### config.mk
export PLATFORM = sky130hd
export DESIGN_NAME = load_store_unit
export DESIGN_NICKNAME = d
export VERILOG_FILES = /design/src/rtl/lsu_pkg.sv /design/src/rtl/lsu_align.sv /design/src/rtl/load_store_unit.sv
export SDC_FILE = /design/constraint.sdc
export NUM_CORES = 1
export LEC_CHECK = 0
export ABC_AREA = 1
export CORE_MARGIN = 3
export CORE_UTILIZATION = 53
export CTS_BUF_LIST = sky130_fd_sc_hd__clkbuf_4
export CTS_CLUSTER_DIAMETER = 40
export DETAILED_ROUTE_END_ITERATION = 12
export MAX_ROUTING_LAYER = met4
export PLACE_DENSITY = 0.95
export SLEW_MARGIN = 5
export SYNTH_ARGS = -nofsm -noshare
export SYNTH_HDL_FRONTEND = slang
export SYNTH_SLANG_ARGS = --single-unit
### constraint.sdc
create_clock -name clk -period 7.4 [get_ports clk]
set_input_delay 1.48 -clock clk [delete_from_list [all_inputs] [get_ports clk]]
set_output_delay 1.48 -clock clk [all_outputs]
set_load 0.01 [all_outputs]
### src/rtl/lsu_pkg.sv
// Shared definitions for the load/store unit: funct3 encodings, FSM states,
// default MMIO base and the request fault decode used by the top level.
package lsu_pkg;

    localparam logic [2:0] F3_B  = 3'b000;
    localparam logic [2:0] F3_H  = 3'b001;
    localparam logic [2:0] F3_W  = 3'b010;
    localparam logic [2:0] F3_BU = 3'b100;
    localparam logic [2:0] F3_HU = 3'b101;

    localparam logic [31:0] DEFAULT_IO_BASE = 32'hFFFF0000;

    typedef enum logic [2:0] {
        IDLE,
        LD_RD,
        LD_CAP,
        RMW_RD,
        RMW_CAP,
        ST_WR,
        ERR
    } lsu_state_t;

    // Exactly one of load/store must be set, and funct3 must be legal for that kind.
    function automatic logic is_illegal(logic ld, logic st, logic [2:0] f3);
        logic legal;
        if (ld == st) begin
            legal = 1'b0;
        end else if (ld) begin
            legal = (f3 == F3_B) || (f3 == F3_H) || (f3 == F3_W) ||
                    (f3 == F3_BU) || (f3 == F3_HU);
        end else begin
            legal = (f3 == F3_B) || (f3 == F3_H) || (f3 == F3_W);
        end
        return !legal;
    endfunction

    function automatic logic is_misaligned(logic [2:0] f3, logic [1:0] offset);
        logic mis;
        case (f3)
            F3_H, F3_HU: mis = offset[0];
            F3_W:        mis = (offset != 2'b00);
            default:     mis = 1'b0;
        endcase
        return mis;
    endfunction

endpackage

### src/rtl/lsu_align.sv
// Byte-lane steering: load extraction with sign/zero extension, and store
// merge of a byte/halfword into an existing word.
module lsu_align
    import lsu_pkg::*;
(
    input  logic [31:0] ld_word,
    input  logic [1:0]  offset,
    input  logic [2:0]  funct3,
    input  logic [31:0] st_old,
    input  logic [31:0] st_data,
    output logic [31:0] ld_result,
    output logic [31:0] st_merged
);

    logic [7:0]  lane_b;
    logic [15:0] lane_h;

    always_comb begin
        lane_b = ld_word[{offset, 3'b000} +: 8];
        lane_h = ld_word[{offset[1], 4'b0000} +: 16];

        case (funct3)
            F3_B:    ld_result = {{24{lane_b[7]}}, lane_b};
            F3_H:    ld_result = {{16{lane_h[15]}}, lane_h};
            F3_BU:   ld_result = {24'h0, lane_b};
            F3_HU:   ld_result = {16'h0, lane_h};
            default: ld_result = ld_word;
        endcase

        st_merged = st_old;
        case (funct3)
            F3_B:    st_merged[{offset, 3'b000} +: 8] = st_data[7:0];
            F3_H:    st_merged[{offset[1], 4'b0000} +: 16] = st_data[15:0];
            default: st_merged = st_data;
        endcase
    end

endmodule

### src/rtl/load_store_unit.sv
// RV32I load/store unit: drives word-wide data-memory reads/writes, handles
// read latency, lane extraction and sub-word stores via read-modify-write.
module load_store_unit
    import lsu_pkg::*;
#(
    parameter logic [31:0] IO_BASE = DEFAULT_IO_BASE
) (
    input  logic        clk,
    input  logic        rst,
    input  logic        req_valid,
    output logic        req_ready,
    input  logic        req_load,
    input  logic        req_store,
    input  logic [2:0]  req_funct3,
    input  logic [31:0] req_addr,
    input  logic [31:0] req_wdata,
    output logic        resp_valid,
    output logic [31:0] resp_rdata,
    output logic        resp_misaligned,
    output logic        resp_illegal,
    output logic        mem_read,
    output logic        mem_write,
    output logic [31:0] mem_addr,
    output logic [31:0] mem_wdata,
    input  logic [31:0] mem_rdata
);

    lsu_state_t  state_q, state_d;
    logic        load_q, store_q;
    logic [2:0]  f3_q;
    logic [31:0] addr_q, wdata_q, merged_q;

    logic        accept, req_fault, ill_q, mis_q, mmio_q;
    logic [31:0] ld_result, st_merged, word_addr;

    assign accept    = req_valid && req_ready;
    assign req_fault = is_illegal(req_load, req_store, req_funct3) ||
                       is_misaligned(req_funct3, req_addr[1:0]);
    assign ill_q     = is_illegal(load_q, store_q, f3_q);
    assign mis_q     = is_misaligned(f3_q, addr_q[1:0]);
    assign mmio_q    = (addr_q >= IO_BASE);
    assign word_addr = {addr_q[31:2], 2'b00};

    // Outside RMW_CAP the old word is zero, which yields the MMIO lane-shifted store data.
    lsu_align u_align (
        .ld_word   (mem_rdata),
        .offset    (addr_q[1:0]),
        .funct3    (f3_q),
        .st_old    ((state_q == RMW_CAP) ? mem_rdata : 32'h0),
        .st_data   (wdata_q),
        .ld_result (ld_result),
        .st_merged (st_merged)
    );

    always_ff @(posedge clk or posedge rst) begin
        if (rst) begin
            state_q  <= IDLE;
            load_q   <= 1'b0;
            store_q  <= 1'b0;
            f3_q     <= 3'b000;
            addr_q   <= 32'h0;
            wdata_q  <= 32'h0;
            merged_q <= 32'h0;
        end else begin
            state_q <= state_d;
            if (accept) begin
                load_q  <= req_load;
                store_q <= req_store;
                f3_q    <= req_funct3;
                addr_q  <= req_addr;
                wdata_q <= req_wdata;
            end
            if (state_q == RMW_CAP) begin
                merged_q <= st_merged;
            end
        end
    end

    always_comb begin
        state_d         = state_q;
        req_ready       = 1'b0;
        resp_valid      = 1'b0;
        resp_rdata      = 32'h0;
        resp_misaligned = 1'b0;
        resp_illegal    = 1'b0;
        mem_read        = 1'b0;
        mem_write       = 1'b0;
        mem_addr        = 32'h0;
        mem_wdata       = 32'h0;

        case (state_q)
            IDLE: begin
                req_ready = 1'b1;
                if (accept) begin
                    if (req_fault) begin
                        state_d = ERR;
                    end else if (req_load) begin
                        state_d = LD_RD;
                    end else if (req_funct3 == F3_W || req_addr >= IO_BASE) begin
                        state_d = ST_WR;
                    end else begin
                        state_d = RMW_RD;
                    end
                end
            end
            LD_RD: begin
                mem_read = 1'b1;
                mem_addr = word_addr;
                state_d  = LD_CAP;
            end
            LD_CAP: begin
                mem_read   = 1'b1;
                mem_addr   = word_addr;
                resp_valid = 1'b1;
                resp_rdata = ld_result;
                state_d    = IDLE;
            end
            RMW_RD: begin
                mem_read = 1'b1;
                mem_addr = word_addr;
                state_d  = RMW_CAP;
            end
            RMW_CAP: begin
                mem_read = 1'b1;
                mem_addr = word_addr;
                state_d  = ST_WR;
            end
            ST_WR: begin
                mem_write  = 1'b1;
                mem_addr   = word_addr;
                mem_wdata  = (mmio_q || f3_q == F3_W) ? st_merged : merged_q;
                resp_valid = 1'b1;
                state_d    = IDLE;
            end
            ERR: begin
                resp_valid      = 1'b1;
                resp_illegal    = ill_q;
                resp_misaligned = !ill_q && mis_q;
                state_d         = IDLE;
            end
            default: state_d = IDLE;
        endcase
    end

endmodule

=== After elaboration in Yosys (flattened, before gate mapping) ===
Cells that the tools add are included.

* Register bits: 104
* Bits in latches: 0
* Memory bits (writable): 0
* Memory bits (read-only): 0
* Input port bits: 104
* Output and inout port bits: 102
* Logic and storage cells: 85
* Memories: 0

* Add/sub/neg operators: 2
* Multipliers: 0
* Div/mod/pow operators: 0
* $lt $le $gt $ge: 2
* Equality and inequality tests: 17
* Shift operators: 6
* Mux-type cells: 26
* Bitwise operators: 0
* Reductions and logical operators: 25

{| class="wikitable"
|+ Operators with widths
! cell !! count
|-
| $mux 32 || 5
|-
| $pmux 32 s4 || 1
|-
| $bwmux 32 || 2
|-
| $ge 32x32->1 const B || 2
|-
| $pmux 32 s2 || 1
|-
| $shift 16x7->32 const A || 1
|-
| $shift 8x7->32 const A || 1
|-
| $shiftx 16x7->32 || 1
|-
| $shiftx 32x6->16 || 1
|-
| $shiftx 32x6->8 || 1
|-
| $shiftx 8x7->32 || 1
|-
| $eq 3x3->1 const B || 7
|-
| $neg 5->7 || 2
|-
| $eq 3x2->1 const B || 4
|-
| $mux 3 || 4
|-
| $pmux 3 s4 || 1
|-
| $logic_or 1x1->1 || 11
|-
| $mux 1 || 10
|-
| $eq 3x1->1 const B || 3
|-
| $logic_not 3->1 || 3
|-
| $reduce_or 5->1 || 1
|-
| $pmux 1 s2 || 2
|-
| $reduce_bool 2->1 || 2
|-
| $reduce_or 2->1 || 2
|-
| 6 further kinds || 9
|}

=== Logic depth before layout (Yosys ltp) ===
* Depth after elaboration: 12
* Gate-level depth with buffers: 11
* Gate-level depth less buffers: 9

=== By module ===
Synthesis repeated with hierarchy kept, for this count alone.

* Cell total of the unflattened synthesis: 1246
* Area, all modules: 8305.5 sq um

{| class="wikitable"
|+ Modules (own cells, without submodules)
! module !! instances !! cells an instance !! area an instance (sq um) !! sequential area each (sq um)
|-
| load_store_unit || 1 || 662 || 5567.8 || 2602.5
|-
| lsu_align || 1 || 584 || 2737.6 || 0.0
|}

=== Least setup slack after synthesis ===
No wires, ideal clock.

* Path kind: input to output
* Start point: input port mem_rdata[15]
* End point: output port resp_rdata[21]
* Data arrival time: 2.475 ns
* Data required time: 5.920 ns
* Slack: 3.445 ns
* Cell stages on the path: 7
* Path buffers: 1
* Cell sequence: inv_1 o21ai_0 inv_1 nor2_1 o21ai_4 buf_6 nor2_1

* Cells in the longest elaborated chain, start to end: 3
* Elaborated cells between the ends (all ways): 4
* Those cells by class: 2 x shift; 2 x mux

{| class="wikitable"
|+ Ends and longest elaborated chain
! what !! line !! text
|-
| from (decl) || load_store_unit.sv:25 || <nowiki>input logic [31:0] mem_rdata</nowiki>
|-
| $shiftx 32x6->16 / $shiftx 32x6->8 (equally long branches) || lsu_align.sv:20, lsu_align.sv:19 ||
|-
| $pmux 32 s4 (*) || lsu_align.sv:22 || <nowiki>case (funct3)</nowiki>
|-
| $mux 32 (*) || load_store_unit.sv:91 || <nowiki>case (state_q)</nowiki>
|-
| to (decl) || load_store_unit.sv:18 || <nowiki>output logic [31:0] resp_rdata,</nowiki>
|}

Every way passes the cells marked *; elsewhere a longest branch is shown, timed or not.

=== Worst setup path in the final report ===
* Start point: register addr_q[1]
* End point: output port mem_wdata[2]

* Cells in the longest elaborated chain, start to end: 6
* Elaborated cells between the ends (all ways): 13
* Those cells by class: 2 x add/sub; 1 x order compare; 4 x shift; 5 x mux; 1 x reduce/logical

{| class="wikitable"
|+ Ends and longest elaborated chain
! what !! line !! text
|-
| from (decl) || load_store_unit.sv:31 || <nowiki>logic [31:0] addr_q, wdata_q, merged_q;</nowiki>
|-
| from (signal assigned) || load_store_unit.sv:70 || <nowiki>addr_q <= req_addr;</nowiki>
|-
| $neg 5->7 (on tied branches) || lsu_align.sv:33, lsu_align.sv:32 ||
|-
| $shiftx 16x7->32 (tied with other cells) || lsu_align.sv:33 || <nowiki>F3_H: st_merged[{offset[1], 4'b0000} +: 16] = st_data[15:0];</nowiki>
|-
| $bwmux 32 (on tied branches) || lsu_align.sv:33, lsu_align.sv:32 ||
|-
| $pmux 32 s2 || lsu_align.sv:31 || <nowiki>case (funct3)</nowiki>
|-
| $mux 32 (*) || load_store_unit.sv:131 || <nowiki>mem_wdata = (mmio_q || f3_q == F3_W) ? st_merged : merged_q;</nowiki>
|-
| $mux 32 (*) || load_store_unit.sv:91 ||
|-
| to (decl) || load_store_unit.sv:24 || <nowiki>output logic [31:0] mem_wdata,</nowiki>
|}

Marked as above.

==> reports/results.tsv <==
metric	value	unit
gr-usage-met2	0.528	
setup_violations	0	
port_buffers	203	
cp-end-kind	output port	
grt_pass1_wl	35900	um
post_cts_resized	0	
area_growth_syn_to_layout	30.6	%
synth-seq-area-share	0.376	
status	complete, no violations	
diodes	0	
die_x	120	um
arrival	3980	ps
instances_no_fill	1368	
finalMaxSlewViolations	0	
final_util	0.714	
cts_made_buffers	9	
grt_util_met1	0.377	
slew_headroom	0.322	
synth_area_leader_cell	dfrtp_1	
skew	15.0	ps
power.share.clock	0.082	
tightest_slew	1020	ps
period_share	0.737	
synth_cell_types	31	
power_switching_share	0.496	
grt_max_degree	79	
post-dp-hpwl	17000	um
clk_pin_slew	160	ps
hold_ws	497	ps
startpoint_type	flip-flop	
avgSynthCellArea	6.72	um2
top_usage_layer	met2	
drt_iter0_drc	824	
synth_seq_cells	104	
cts_max_level	3	
synth_top_area_frac	0.376	
seqPwrFrac	0.286	
critical_path_class	flip-flop to output port	
ir_drop	0.000279	V
cp.required	5920	ps
routed_wl	22900	um
ctsRootBufferMaster	clkbuf_4	
clock_sinks	104	
io_pins	206	
rsz0062_at_grt	false	
num_rows	41	
core-area	12700	um2
gp_congestion	0.983	
cts_tree	built	
place_area	8900	um2
async_reset_ff_frac	1.00	
fmaxAchievable	183	MHz
final_area	9040	um2
period_needed	5460	ps
crit_fanout	38	
start_util	0.546	
powerDensity	409	nW/um2
final_nets	1300	
first_pass_iters	6	
grtUsageMet3	0.0683	
vias	7621	
dieArea	14500	um2
synth_cells	1030	
clock_latency	490	ps
track_usage	0.322	
synth_ff_type	dfrtp_1	
grt-ovfl-total	0	
p_leak	4.26	nW
setup_tns	0	ps
synthTopCellsByArea	dfrtp_1, nor2_1, nand2_1	
netlist_area	6920	um2
final_layout_size_suffix_gt1_frac	0.0527	
switching_power	0.00183	W
cap_violations	0	
ant_nets	0	
fillCellCount	1025	
comb_power_share	0.632	
hold_path.class	flip-flop to flip-flop	
synth-edff-count	0	
p_int	0.00186	W
postCtsSetupBuffers	0	
drc	0	
ys_warn_count	0	
post_drt_via_cell_ratio	5.57	
antenna_found_initial	0	
dpl.cell_count	1352	
wl_per_cell	16.7	um
postCtsHoldBufs	0	
grt_pass1_vias	7261	
cts_buffer_depth	2	
die-height	120	um
finalHoldViolations	0	
-- state kept, by name, summed over array words and instances, names as in the netlist --
| name | flops |
|---|---|
| state_q | 3 |
| wdata_q | 32 |
| merged_q | 32 |
| f3_q | 3 |
| store_q | 1 |
| load_q | 1 |
| addr_q | 32 |
-- cell usage after synthesis (all sizes together) (2+ instances only) --
cell	n
nand2	194
clkbuf	25
buf	35
clkinv	3
or2	2
nor2	230
nor3	3
mux2	24
o211ai	12
dfrtp	104
nand3	77
o21ai	140
nand4	5
a21oi	65
ha	5
a211oi	8
inv	95
-- critical path: stages, from the launching register on --
cell and delay (ps):
dfrtp_1 820, inv_2 450, ha_1 530, inv_1 250, nand4_1 160, nand2_1 240
nand3_1 140, o21ai_0 140, nor2_1 70, nor2_1 130, clkdlybuf4s50_1 570
-- metrics by stage --
step                total power [W]  setup WS (ps)
global route                0.00400           1600
finish                      0.00370           1940
global placement            0.00331           2420
CTS                         0.00368           1970
floorplan                   0.00250           3190
detailed placement          0.00336           2260
-- cell type report --
type                       count  area [um2]  area share
timing repair buffer         209        2080       0.230
tap                          172         215      0.0238
inverter                      98         370      0.0410
clock inverter                 7        71.3     0.00789
sequential                   104        2600       0.288
multi-input combinational    769        3640       0.402
clock buffer                   9        67.6     0.00747
-- per-layer routing --
layer  vias up  routed length [um]
li1       3642                   -
met2       423               10900
met4         0                1190
met3        85                2020
met5         -                   0
met1      3471                8760
-- power by group through the flow --
| stage | clock (W) | combinational [W] | sequential [W] |
|---|---|---|---|
| after global placement | 0 | 0.00226 | 0.00105 |
| after CTS | 0.000310 | 0.00232 | 0.00105 |
| after detailed placement | 0 | 0.00230 | 0.00106 |
| after global routing | 0.000332 | 0.00258 | 0.00109 |
| final | 0.000304 | 0.00234 | 0.00106 |
| after floorplan | 0 | 0.00154 | 0.000959 |
-- cell usage in the layout, fill, tap and decap left out, drive strengths merged --
master         count
nor2             230
clkdlybuf4s50    203
nand2            194
o21ai            140
dfrtp            104
inv               96
nand3             77
a21oi             65
mux2              24
o211ai            12
clkbuf             9
a211oi             8
clkinv             8
buf                6
nand4              5
ha                 5
nor3               3
or2                2
conb               2
xor2               1
o22ai              1
bufinv             1
-- final timing paths --
kind                              startpoint      endpoint  slack (ps)  depth (start not counted)
worst min-delay path            merged_q[13]  merged_q[13]         500                          2
worst max register to register     addr_q[1]  merged_q[28]        4470                          9
max in group asynchronous                rst   merged_q[7]        4860                          3
min in group asynchronous                rst    addr_q[13]        1370                          2
worst min register to register  merged_q[13]  merged_q[13]         500                          2
worst max-delay path               addr_q[1]  mem_wdata[2]        1940                         10
-- logic make-up after synthesis --
kind of cell / after synthesis / synth area share
simple gates: 511 / 0.300
compound gates: 226 / 0.174
buf+inv: 158 / 0.100
flops: 104 / 0.376
mux: 24 / 0.0390
fa+ha+maj: 5 / 0.00904
other cells: 1 / 0.000542
xor+xnor: 1 / 0.00127
No activity file was read; power rests on OpenSTA's default activity.
